`config.mk`:
```
export PLATFORM = sky130hd
export DESIGN_NAME = neuron_weight_ram
export DESIGN_NICKNAME = d
export VERILOG_FILES = /design/src/rtl/neuron_pkg.sv /design/src/rtl/neuron_ram_clear_fsm.sv /design/src/rtl/neuron_weight_ram.sv
export SDC_FILE = /design/constraint.sdc
export NUM_CORES = 1
export LEC_CHECK = 0
export ABC_AREA = 1
export BUFFER_PORTS_ARGS = -buffer_cell sky130_fd_sc_hd__buf_4
export CORE_MARGIN = 10
export CORE_UTILIZATION = 49
export DETAILED_ROUTE_END_ITERATION = 8
export PLACE_DENSITY = 0.78
export SYNTH_ARGS = -nofsm -noshare
export SYNTH_HDL_FRONTEND = slang
export SYNTH_SLANG_ARGS = --single-unit
export TNS_END_PERCENT = 5
```
`constraint.sdc`:
```
create_clock -name clk -period 4.7 [get_ports clk]
set_input_delay 0.94 -clock clk [delete_from_list [all_inputs] [get_ports clk]]
set_output_delay 0.94 -clock clk [all_outputs]
set_load 0.01 [all_outputs]
```
`src/rtl/neuron_pkg.sv`:
```
// Shared defaults and clear-sequencer state encoding for the neuron weight RAM.
package neuron_pkg;

    localparam int NEURON_DATA_W = 8;
    localparam int NEURON_DEPTH  = 128;
    localparam int NEURON_ADDR_W = 8;

    typedef enum logic {
        ST_CLEAR = 1'b0,
        ST_IDLE  = 1'b1
    } clear_state_t;

endpackage

```
`src/rtl/neuron_ram_clear_fsm.sv`:
```
// Clear sequencer: sweeps every word once after reset or on clear_req, holding busy meanwhile.
module neuron_ram_clear_fsm
    import neuron_pkg::*;
#(
    parameter int DEPTH = NEURON_DEPTH,
    parameter int CNT_W = 7
) (
    input  logic             clk,
    input  logic             rst,
    input  logic             clear_req,
    output logic             busy,
    output logic             clr_we,
    output logic [CNT_W-1:0] clr_addr
);

    localparam logic [CNT_W-1:0] LAST = CNT_W'(DEPTH - 1);

    clear_state_t     state;
    logic [CNT_W-1:0] cnt;

    // NOTE: sequential state uses non-blocking assignments so every register samples pre-edge values.
    always_ff @(posedge clk or posedge rst) begin
        if (rst) begin
            state <= ST_CLEAR;
            cnt   <= '0;
            busy  <= 1'b1;
        end else if (state == ST_CLEAR) begin
            if (cnt == LAST) begin
                state <= ST_IDLE;
                cnt   <= '0;
                busy  <= 1'b0;
            end else begin
                cnt <= cnt + 1'b1;
            end
        end else if (clear_req) begin
            state <= ST_CLEAR;
            cnt   <= '0;
            busy  <= 1'b1;
        end
    end

    assign clr_we   = (state == ST_CLEAR);
    assign clr_addr = cnt;

endmodule

```
`src/rtl/neuron_weight_ram.sv`:
```
// 1R/1W weight store with registered read, write-first forwarding and clear sequencer.
// Define NEURON_RAM_PARITY_EN to store an even-parity bit per word and report par_err on reads.
module neuron_weight_ram
    import neuron_pkg::*;
#(
    parameter int                DATA_W    = NEURON_DATA_W,
    parameter int                DEPTH     = NEURON_DEPTH,
    parameter int                ADDR_W    = NEURON_ADDR_W,
    parameter logic [DATA_W-1:0] CLEAR_VAL = '0
) (
    input  logic              clk,
    input  logic              rst,
    input  logic              clear_req,
    output logic              busy,
    input  logic              wr_en,
    input  logic [ADDR_W-1:0] wr_addr,
    input  logic [DATA_W-1:0] wr_data,
    input  logic              rd_en,
    input  logic [ADDR_W-1:0] rd_addr,
    output logic [DATA_W-1:0] rd_data,
    output logic              rd_valid,
    output logic              par_err
);

    localparam int IDX_W = (DEPTH > 1) ? $clog2(DEPTH) : 1;
    localparam logic [ADDR_W:0] DEPTH_EXT = (ADDR_W + 1)'(DEPTH);
`ifdef NEURON_RAM_PARITY_EN
    localparam int MEM_W = DATA_W + 1;
`else
    localparam int MEM_W = DATA_W;
`endif

    function automatic logic [MEM_W-1:0] encode(input logic [DATA_W-1:0] d);
`ifdef NEURON_RAM_PARITY_EN
        return {^d, d};
`else
        return d;
`endif
    endfunction

    logic [MEM_W-1:0] mem [DEPTH];
    logic             clr_we;
    logic [IDX_W-1:0] clr_addr;
    logic             wr_ok;
    logic             rd_in_range;
    logic             collide;
    logic [MEM_W-1:0] rd_word;

    neuron_ram_clear_fsm #(
        .DEPTH (DEPTH),
        .CNT_W (IDX_W)
    ) u_fsm (
        .clk       (clk),
        .rst       (rst),
        .clear_req (clear_req),
        .busy      (busy),
        .clr_we    (clr_we),
        .clr_addr  (clr_addr)
    );

    assign wr_ok       = !busy && wr_en && ({1'b0, wr_addr} < DEPTH_EXT);
    assign rd_in_range = ({1'b0, rd_addr} < DEPTH_EXT);
    assign collide     = wr_ok && rd_in_range && (rd_addr == wr_addr);
    assign rd_word     = mem[rd_addr[IDX_W-1:0]];

    // NOTE: the array has no reset; the clear sequencer initialises it so it maps onto plain RAM.
    always_ff @(posedge clk) begin
        if (clr_we) begin
            mem[clr_addr] <= encode(CLEAR_VAL);
        end else if (wr_ok) begin
            mem[wr_addr[IDX_W-1:0]] <= encode(wr_data);
        end
    end

    always_ff @(posedge clk or posedge rst) begin
        if (rst) begin
            rd_data  <= '0;
            rd_valid <= 1'b0;
            par_err  <= 1'b0;
        end else begin
            rd_valid <= rd_en && !busy;
            if (rd_en && !busy) begin
                if (!rd_in_range) begin
                    rd_data <= '0;
                    par_err <= 1'b0;
                end else if (collide) begin
                    // Forwarded data never went through the array, so it cannot carry a parity fault.
                    rd_data <= wr_data;
                    par_err <= 1'b0;
                end else begin
                    rd_data <= rd_word[DATA_W-1:0];
`ifdef NEURON_RAM_PARITY_EN
                    par_err <= ^rd_word;
`else
                    par_err <= 1'b0;
`endif
                end
            end
        end
    end

endmodule

```
== Word-level counts from Yosys, hierarchy flattened ==
Memories as Yosys holds them, arrays and structs flattened.
Cells that the tools add are included.

* $add $sub $neg: 1
* Order comparisons: 2
* Reductions and logical operators: 9
* Eq/ne operators: 3
* Mux-type cells: 18

{| class="wikitable"
|+ Operators by type and width
! kind !! count
|-
| two-way mux 7 bit || 4
|-
| two-way mux 8 bit || 3
|-
| < comparator 8 bit, second input constant || 2
|-
| two-way mux 1 bit || 11
|-
| equality test 8 bit || 1
|-
| OR reduction 8 bit || 1
|-
| adder 7 x 1 -> 7 bit, second input constant || 1
|-
| equality test 7 bit, second input constant || 1
|-
| logical AND 1 bit || 5
|-
| inequality test 2 bit, second input constant || 1
|-
| AND reduction 2 bit || 1
|-
| nonzero test 2 bit || 1
|-
| logical NOT 1 bit || 1
|}

* Flip-flop bits (word level): 18
* Memories: 1
* Bits in writable memories: 1024
* Word-level logic and storage cells: 39
* Input port bits: 29

{| class="wikitable"
|+ Memories
! name !! words !! width !! rd ports !! clocked after memory_dff !! wr ports !! RTL line !! source
|-
| mem || 128 || 8 || 1 || 0 || 1 || neuron_weight_ram.sv:41 || <nowiki>logic [MEM_W-1:0] mem [DEPTH];</nowiki>
|}

== Depth between registers and ports, before layout ==
Gate-level depths: netlist (run 1).

* Word-level depth: 8
* Mapped depth: 16
* Mapped depth without buffers: 13

== Hierarchy ==
Synthesis (run 1) repeated with hierarchy kept, for this count alone.

* Cells, all modules: 3809
* Area total of the unflattened synthesis: 43083.8 um2

{| class="wikitable"
|+ Modules (own cells, without submodules)
! module !! cells an instance !! sequential area each (um2) !! area an instance (um2) !! times used
|-
| neuron_weight_ram || 3750 || 30974.7 || 42587.1 || 1
|-
| neuron_ram_clear_fsm || 59 || 226.5 || 496.7 || 1
|}

== Worst setup path before layout (run 1) ==
OpenSTA, ideal clock, no wires.

* Path type: input port to flip-flop
* From: input wr_en
* To: memory mem[0][0] (netlist name), data pin
* Library setup time: 801 ps
* Cell stages on the path: 6
* Data required time: 3899 ps
* Buffers on the path: 2
* Slack: -564 ps
* Arrival time: 4463 ps
* Cells stage by stage: inv_1 nor2_4 nand3_4 buf_8 buf_6 nor2_1

* Cells in the longest elaborated chain, start to end: 7

{| class="wikitable"
|+ RTL lines
! what !! RTL line !! source
|-
| start: declaration || neuron_weight_ram.sv:15 || <nowiki>input logic wr_en,</nowiki>
|-
| logical AND 1 bit (2 in series) || neuron_weight_ram.sv:61 || <nowiki>assign wr_ok = !busy && wr_en && ({1'b0, wr_addr} < DEPTH_EXT);</nowiki>
|-
| two-way mux 1 bit || neuron_weight_ram.sv:70 || <nowiki>end else if (wr_ok) begin</nowiki>
|-
| two-way mux 1 bit || neuron_weight_ram.sv:68 || <nowiki>if (clr_we) begin</nowiki>
|-
| two-way mux 1 bit (not written as such) || neuron_weight_ram.sv:71 || <nowiki>mem[wr_addr[IDX_W-1:0]] <= encode(wr_data);</nowiki>
|-
| OR reduction 8 bit (no source line) || n/a ||
|-
| two-way mux 8 bit (no source line) || n/a ||
|-
| end: declaration || neuron_weight_ram.sv:41 ||
|}

No other way between the ends.

== Worst setup path in the final report (run 1) ==
* From: register u_fsm.state
* To: memory mem[48][1] (netlist name), enable pin

* Cells in the longest elaborated chain, start to end: 4
* Elaborated cells on any way between the ends: 6
* Classes of those cells: mux (5); reduce/logical (1)

{| class="wikitable"
|+ RTL lines
! what !! RTL line !! source
|-
| start: declaration || neuron_ram_clear_fsm.sv:18 || <nowiki>clear_state_t state;</nowiki>
|-
| start signal: assignment || neuron_ram_clear_fsm.sv:24 || <nowiki>state <= ST_CLEAR;</nowiki>
|-
| start signal: assignment || neuron_ram_clear_fsm.sv:29 || <nowiki>state <= ST_IDLE;</nowiki>
|-
| start signal: assignment || neuron_ram_clear_fsm.sv:36 || <nowiki>state <= ST_CLEAR;</nowiki>
|-
| two-way mux 1 bit || neuron_weight_ram.sv:68 ||
|-
| two-way mux 1 bit (not written as such) || neuron_weight_ram.sv:71 ||
|-
| OR reduction 8 bit (no source line) || n/a ||
|-
| two-way mux 7 bit (no source line) / two-way mux 1 bit (equally long branches) || n/a ||
|}

Parallel ways exist; a longest one is shown, timed or not.

==> flow_metrics.env, run 1 <==
export IMPL_arrival_ps=3630
export IMPL_die_area_um2=100000
export IMPL_sw_frac_of_total_pct=24.1
export IMPL_core_rowCount=108
export IMPL_start_kind="flop"
export IMPL_overflow=0
export IMPL_numCtsBuffers=96
export IMPL_cts_tree="done"
export IMPL_vias=28800
export IMPL_fin_setup_tns_ps=0
export IMPL_postCtsHoldBufs=0
export IMPL_crit_chain="nand3_4, o21ai_2, inv_2, nor3_1, nand2_1, buf_4, nor2_1"
export IMPL_synth_top_area_cell="edfxtp_1"
export IMPL_fill_cells=6879
export IMPL_synth_warnings=0
export IMPL_grt_pass1_vias=27900
export IMPL_setup_ws_ps=1340
export IMPL_wire_per_inst_um=21.3
export IMPL_antenna_found_initial=3
export IMPL_die_h_um=317
export IMPL_slowest_stage="nand2_1"
export IMPL_slew_headroom_pct=9.74
export IMPL_synth_area_leaders="edfxtp_1, nand2_1, nand3_1, buf_2, nor2_1"
export IMPL_insertion_delay_ps=640
export IMPL_min_path_type="in -> async"
export IMPL_synth_edff_count=1024
export IMPL_core_um2=87200
export IMPL_clkSinkCount=1042
export IMPL_ctsResizeCount=0
export IMPL_grt_first_pass_wirelength_mm=163
export IMPL_min_period_ps=3360
export IMPL_crit_start="u_fsm.state$_DFF_PP0_"
export IMPL_r2r_setup_slack_ps=1340
export IMPL_internal_power_uw=15000
export IMPL_drt_total_wl_mm=106
export IMPL_cts_setup_buffers=0
export IMPL_drc=0
export IMPL_place_congestion=0.887
export IMPL_synth_nets=3806
export IMPL_hpwl_mm=60.0
export IMPL_via_per_inst=5.80
export IMPL_num_nets_final=3773
export IMPL_drive_above_1_share_pct=7.68
export IMPL_drtIter0Drc=3760
export IMPL_rr_startpoint="u_fsm.state$_DFF_PP0_"
export IMPL_synth_common_cells="nand2_1, edfxtp_1, nand3_1"
export IMPL_cp_end_kind="flop"
export IMPL_yosysSeqAreaShare_pct=72.2
export IMPL_syn_area_um2=43200
export IMPL_setup_violations=0
export IMPL_timing_final_crit_share_pct=71.4
export IMPL_slew_viol_final=0
export IMPL_ios=40
export IMPL_clockPowerShare_pct=38.4
export IMPL_die_w_um=317
export IMPL_ir_worst_vdd_mv=0.376
export IMPL_area_growth_pct=9.97
export IMPL_drt_pass1_iter_count=6
export IMPL_cap_violations=0
export IMPL_p_per_area_nw_per_um2=416
export IMPL_ant_nets=0
export IMPL_cts_buffer_depth=3
export IMPL_r2r_end="mem[48][1]$_DFFE_PP_"
export IMPL_p_seq_share_pct=52.6
export IMPL_avgSynthCellArea_um2=11.4
export IMPL_ys_ff_latch=1042
export IMPL_finalHoldViolCount=0
export IMPL_rsz0062_at_grt="no"
export IMPL_grt_start_max_net_pins=256
export IMPL_status="finished, final reports clean"
export IMPL_ys_async_sr_fraction_pct=1.73
export IMPL_rr_worst_depth=7
export IMPL_critPathMaxStageDelay_ps=650
export IMPL_path_class="reg -> reg"
export IMPL_syn_inst=3776
export IMPL_ys_flop_type="edfxtp_1"
export IMPL_p_leak_uw=0.0180
export IMPL_cts_root_buf="clkbuf_16"
export IMPL_skew_ps=25.6
export IMPL_cp_max_fo=10
export IMPL_pwr_share_comb_pct=9.0
export IMPL_htreeDepth=3
export IMPL_p_switching_uw=4760
export IMPL_synthDistinctLibCells=36
export IMPL_synth_most_common_cell="nand2_1"
export IMPL_fmax_mhz=298
export IMPL_grt_usage_pct=20.9
export IMPL_worst_slew_pin_slew_ps=1350
export IMPL_clk_pin_slew_ps=70
export IMPL_start_util_pct=49.6
export IMPL_portBuffers=38
export IMPL_critPathRequiredTime_ps=4970
export IMPL_netlist_area_leader_share_pct=71.2
export IMPL_fin_total_pwr_uw=19800
export IMPL_dp_slack_ps=828
-- sequential cells by signal, summed over array words and instances, names as in the netlist --
name            cells
rd_valid            1
u_fsm.state         1
rd_data             8
mem              1024
u_fsm.clr_addr      7
u_fsm.busy          1
-- routing by layer --
layer | share of wire, % | vias to the layer above | GRT usage, %
li1 | - | 13100 | -
met3 | 11 | 289 | 4.10
met1 | 37 | 13700 | 27.5
met5 | 0.028 | - | 0
met4 | 3.9 | 4 | 8.42
met2 | 48 | 1731 | 34.0
-- cells in the final DEF (no fill, tap or decap), types with 2 or more instances in the layout --
cell and count:
nor3_2 4, clkinv_4 4, o22ai_1 4, buf_12 17
nand2_1 1353, a21oi_1 9, clkinv_8 2, clkinv_2 18
edfxtp_1 1024, clkbuf_1 17, inv_2 5, buf_4 85
clkinv_1 19, nor3_1 10, inv_1 40, nand2_2 13
o21ai_0 5, clkbuf_8 5, clkbuf_16 97, clkinvlp_4 2
xor2_1 4, dfrtp_1 17, a211oi_1 2, nor2_1 130
nand3_1 882, o21ai_4 2, nor2_2 3, nand3_2 2
nor2_4 13, bufinv_16 8, o21ai_2 5
-- metrics by stage --
step / hold slack, ps / std cells / utilization (%) / cell area [µm²]
after global routing: 456 / 4969 / 54.5 / 47500
after CTS: 436 / 4969 / 54.5 / 47500
after global placement: 475 / 4800 / 51.0 / 44500
after detailed placement: 468 / 4800 / 51.0 / 44500
after floorplan: 507 / 3776 / - / 43200
final: 435 / 4970 / 54.5 / 47500
-- worst max-delay path by stage --
| stage | cells past startpoint | slack [ps] | endpoint |
|---|---|---|---|
| global route | 7 | 1260 | mem[64][1]$_DFFE_PP_ |
| global placement | 9 | 880 | mem[65][1]$_DFFE_PP_ |
| floorplan | 6 | 830 | mem[0][0]$_DFFE_PP_ |
| detailed placement | 9 | 830 | mem[64][7]$_DFFE_PP_ |
| CTS | 7 | 1480 | mem[64][3]$_DFFE_PP_ |
| finish | 7 | 1340 | mem[48][1]$_DFFE_PP_ |
-- worst max-delay path, delay by kind of cell, from the launching register on --
kind	cells	cell delay [ps]
buffers and inverters	2	530
DFF	1	530
and+or+nand+nor	4	1620
AOI/OAI and AO/OA	1	290
-- area by class of cell --
class / count / area [µm²] / share of cell area (%)
Antenna cell: 1 / 2.50 / 0.00527
Clock buffer: 118 / 2550 / 5.36
Clock inverter: 51 / 482 / 1.01
Inverter: 51 / 218 / 0.458
Multi-Input combinational cell: 2448 / 10600 / 22.3
Sequential cell: 1042 / 31200 / 65.7
Tap cell: 1155 / 1450 / 3.04
Timing Repair Buffer: 104 / 1010 / 2.12
-- cells by family after synthesis --
| logic type | share of synthesized area [%] |
|---|---|
| AOI/OAI and AO/OA | 0.449 |
| xor gates and xnor gates | 0.101 |
| adders and majority gates | 0.0289 |
| buffers and inverters | 3.36 |
| DFF | 72.2 |
| other | 0.00868 |
| and+or+nand+nor | 23.9 |
-- power groups by stage --
stage               clock network, µW  registers (µW)  logic [µW]
floorplan                           0           10600        1100
global placement                    0           10600        1700
detailed placement                  0           10600        1720
CTS                              7630           10400        1730
global route                     8010           10400        1890
finish                           7590           10400        1780
(Power assumes the default switching activity.)
==> inputs of run 2 (changes only) <==
==> constraint.sdc (replaced) <==
create_clock -name clk -period 2.98 [get_ports clk]
set_input_delay 0.596 -clock clk [delete_from_list [all_inputs] [get_ports clk]]
set_output_delay 0.596 -clock clk [all_outputs]
set_load 0.01 [all_outputs]
==> run 2 against run 1 <==
Effect of this change:
- die area unchanged
- register-to-register slack got worse by 890 ps
- setup slack got worse by 890 ps
- clock-buffer cell count shrank 8
- utilization rose by 2.0 points
- sequential power grew 58%
- sequential share of layout area is 2.3 points lower
- flip-flop and latch count stayed put
- largest power group unchanged
==> flow_metrics.env, run 2 (same netlist as run 1, synthesis figures left out) <==
export IMPL_num_nets_final=3948
export IMPL_clk_pin_slew_ps=60
export IMPL_setup_ws_ps=452
export IMPL_wire_per_inst_um=21.7
export IMPL_cp_top_family="simple AND/OR/NAND/NOR gates"
export IMPL_path_class="reg -> reg"
export IMPL_fmax_mhz=396
export IMPL_finalHoldViolCount=0
export IMPL_grt_pass1_vias=29300
export IMPL_cp_max_fo=9
export IMPL_place_congestion=0.942
export IMPL_vias=29900
export IMPL_worst_slew_pin_slew_ps=757
export IMPL_setup_violations=0
export IMPL_drc=0
export IMPL_slew_headroom_pct=49.4
export IMPL_slowest_stage="dfrtp_1"
export IMPL_drt_pass1_iter_count=6
export IMPL_start_util_pct=49.6
export IMPL_fin_total_pwr_uw=31700
export IMPL_die_w_um=317
export IMPL_die_area_um2=100000
export IMPL_largest_reg_flops=1024
export IMPL_ir_worst_vdd_mv=0.561
export IMPL_pwr_share_comb_pct=9.9
export IMPL_grt_usage_pct=21.8
export IMPL_core_rowCount=108
export IMPL_p_switching_uw=7760
export IMPL_sw_frac_of_total_pct=24.5
export IMPL_critPathMaxStageDelay_ps=530
export IMPL_ant_nets=0
export IMPL_top_register="mem"
export IMPL_cts_root_buf="clkbuf_16"
export IMPL_ios=40
export IMPL_htreeDepth=3
export IMPL_layout_commonest_cell="nand2_1"
export IMPL_drtIter0Drc=4556
export IMPL_internal_power_uw=23900
export IMPL_numCtsBuffers=95
export IMPL_slew_viol_final=0
export IMPL_area_growth_pct=13.9
export IMPL_layout_common_cells="nand2_1, edfxtp_1, nand3_1, buf_4, nor2_1"
export IMPL_status="finished, final reports clean"
export IMPL_final_area_um2=49200
export IMPL_grt_first_pass_wirelength_mm=169
export IMPL_hpwl_mm=66.7
export IMPL_clockPowerShare_pct=38.3
export IMPL_cts_setup_buffers=0
export IMPL_start_kind="flop"
export IMPL_arrival_ps=2900
export IMPL_via_per_inst=5.80
export IMPL_critPathRequiredTime_ps=3350
export IMPL_p_per_area_nw_per_um2=643
export IMPL_core_um2=87200
export IMPL_skew_ps=21.9
export IMPL_fill_cells=6718
export IMPL_cts_tree="done"
export IMPL_timing_final_crit_share_pct=84.8
export IMPL_ctsResizeCount=0
export IMPL_insertion_delay_ps=660
export IMPL_placed_cell_area_um2=46200
export IMPL_overflow=0
export IMPL_crit_chain="nand3_4, o21ai_2, inv_2, nor3_1, nand2_1, buf_4, nor2_1, buf_4"
export IMPL_cap_violations=0
export IMPL_postCtsHoldBufs=0
export IMPL_drive_above_1_share_pct=11.8
export IMPL_antenna_found_initial=0
export IMPL_min_path_type="in -> async"
export IMPL_grt_start_max_net_pins=117
export IMPL_drt_total_wl_mm=112
export IMPL_clkSinkCount=1042
export IMPL_rsz0062_at_grt="no"
export IMPL_timing_critical_path_buf_inv=3
export IMPL_cts_buffer_depth=3
export IMPL_cp_end_kind="flop"
export IMPL_p_seq_share_pct=51.7
export IMPL_dp_slack_ps=227
export IMPL_min_period_ps=2530
export IMPL_die_h_um=317
export IMPL_path_common_cell="buf_4"
export IMPL_p_leak_uw=0.0190
export IMPL_portBuffers=38
[run 2: area by class of cell]
class / count / area (µm²) / share of cell area (%)
flip-flops and latches: 1042 / 31200 / 63.4
well taps: 1155 / 1450 / 2.94
inverters: 51 / 218 / 0.442
clock inverters: 61 / 614 / 1.25
clock buffers: 110 / 2450 / 4.99
repair buffers: 280 / 2670 / 5.42
diodes: 1 / 2.50 / 0.00508
multi-input cells: 2448 / 10600 / 21.6
[run 2: per-layer routing]
metal  GRT usage, %  routed length, µm  vias to the layer above
li1               -                  -                    13400
met1           28.2              40700                    14100
met2           35.3              52600                     1994
met3           4.39              13000                      357
met4           10.4               5290                        0
met5              0                  0                        -
[run 2: final timing paths]
path / cells after the start / slack, ps / to / start
min in group clk: 3 / 230 / u_fsm.busy$_DFFE_PP1P_ / clear_req
max in group asynchronous: 2 / 2460 / u_fsm.clr_addr[2]$_DFFE_PP0P_ / rst
setup / recovery: 8 / 450 / mem[116][2]$_DFFE_PP_ / u_fsm.state$_DFF_PP0_
hold reg to reg: 2 / 500 / rd_data[3]$_DFFE_PP0P_ / rd_data[3]$_DFFE_PP0P_
setup reg to reg: 8 / 450 / mem[116][2]$_DFFE_PP_ / u_fsm.state$_DFF_PP0_
hold / removal: 2 / 60 / u_fsm.clr_addr[3]$_DFFE_PP0P_ / rst
[run 2: power by group through the flow]
stage                     Combinational, µW  Clock, µW  Sequential (µW)
final                                  3140      12100            16400
after global routing                   3280      12800            16400
after CTS                              3040      12200            16400
after detailed placement               3010          0            16700
after global placement                 2950          0            16700
after floorplan                        1740          0            16700
[run 2: metrics by stage]
step,setup TNS (ps),hold slack (ps),utilization (%),instances
2_1_floorplan,-559310,507,-,3776
3_3_place_gp,0,470,53.0,4976
3_5_place_dp,0,467,53.0,4976
4_1_cts,0,54.4,56.5,5147
5_1_grt,0,106,56.5,5147
6_report,0,59.2,56.5,5148
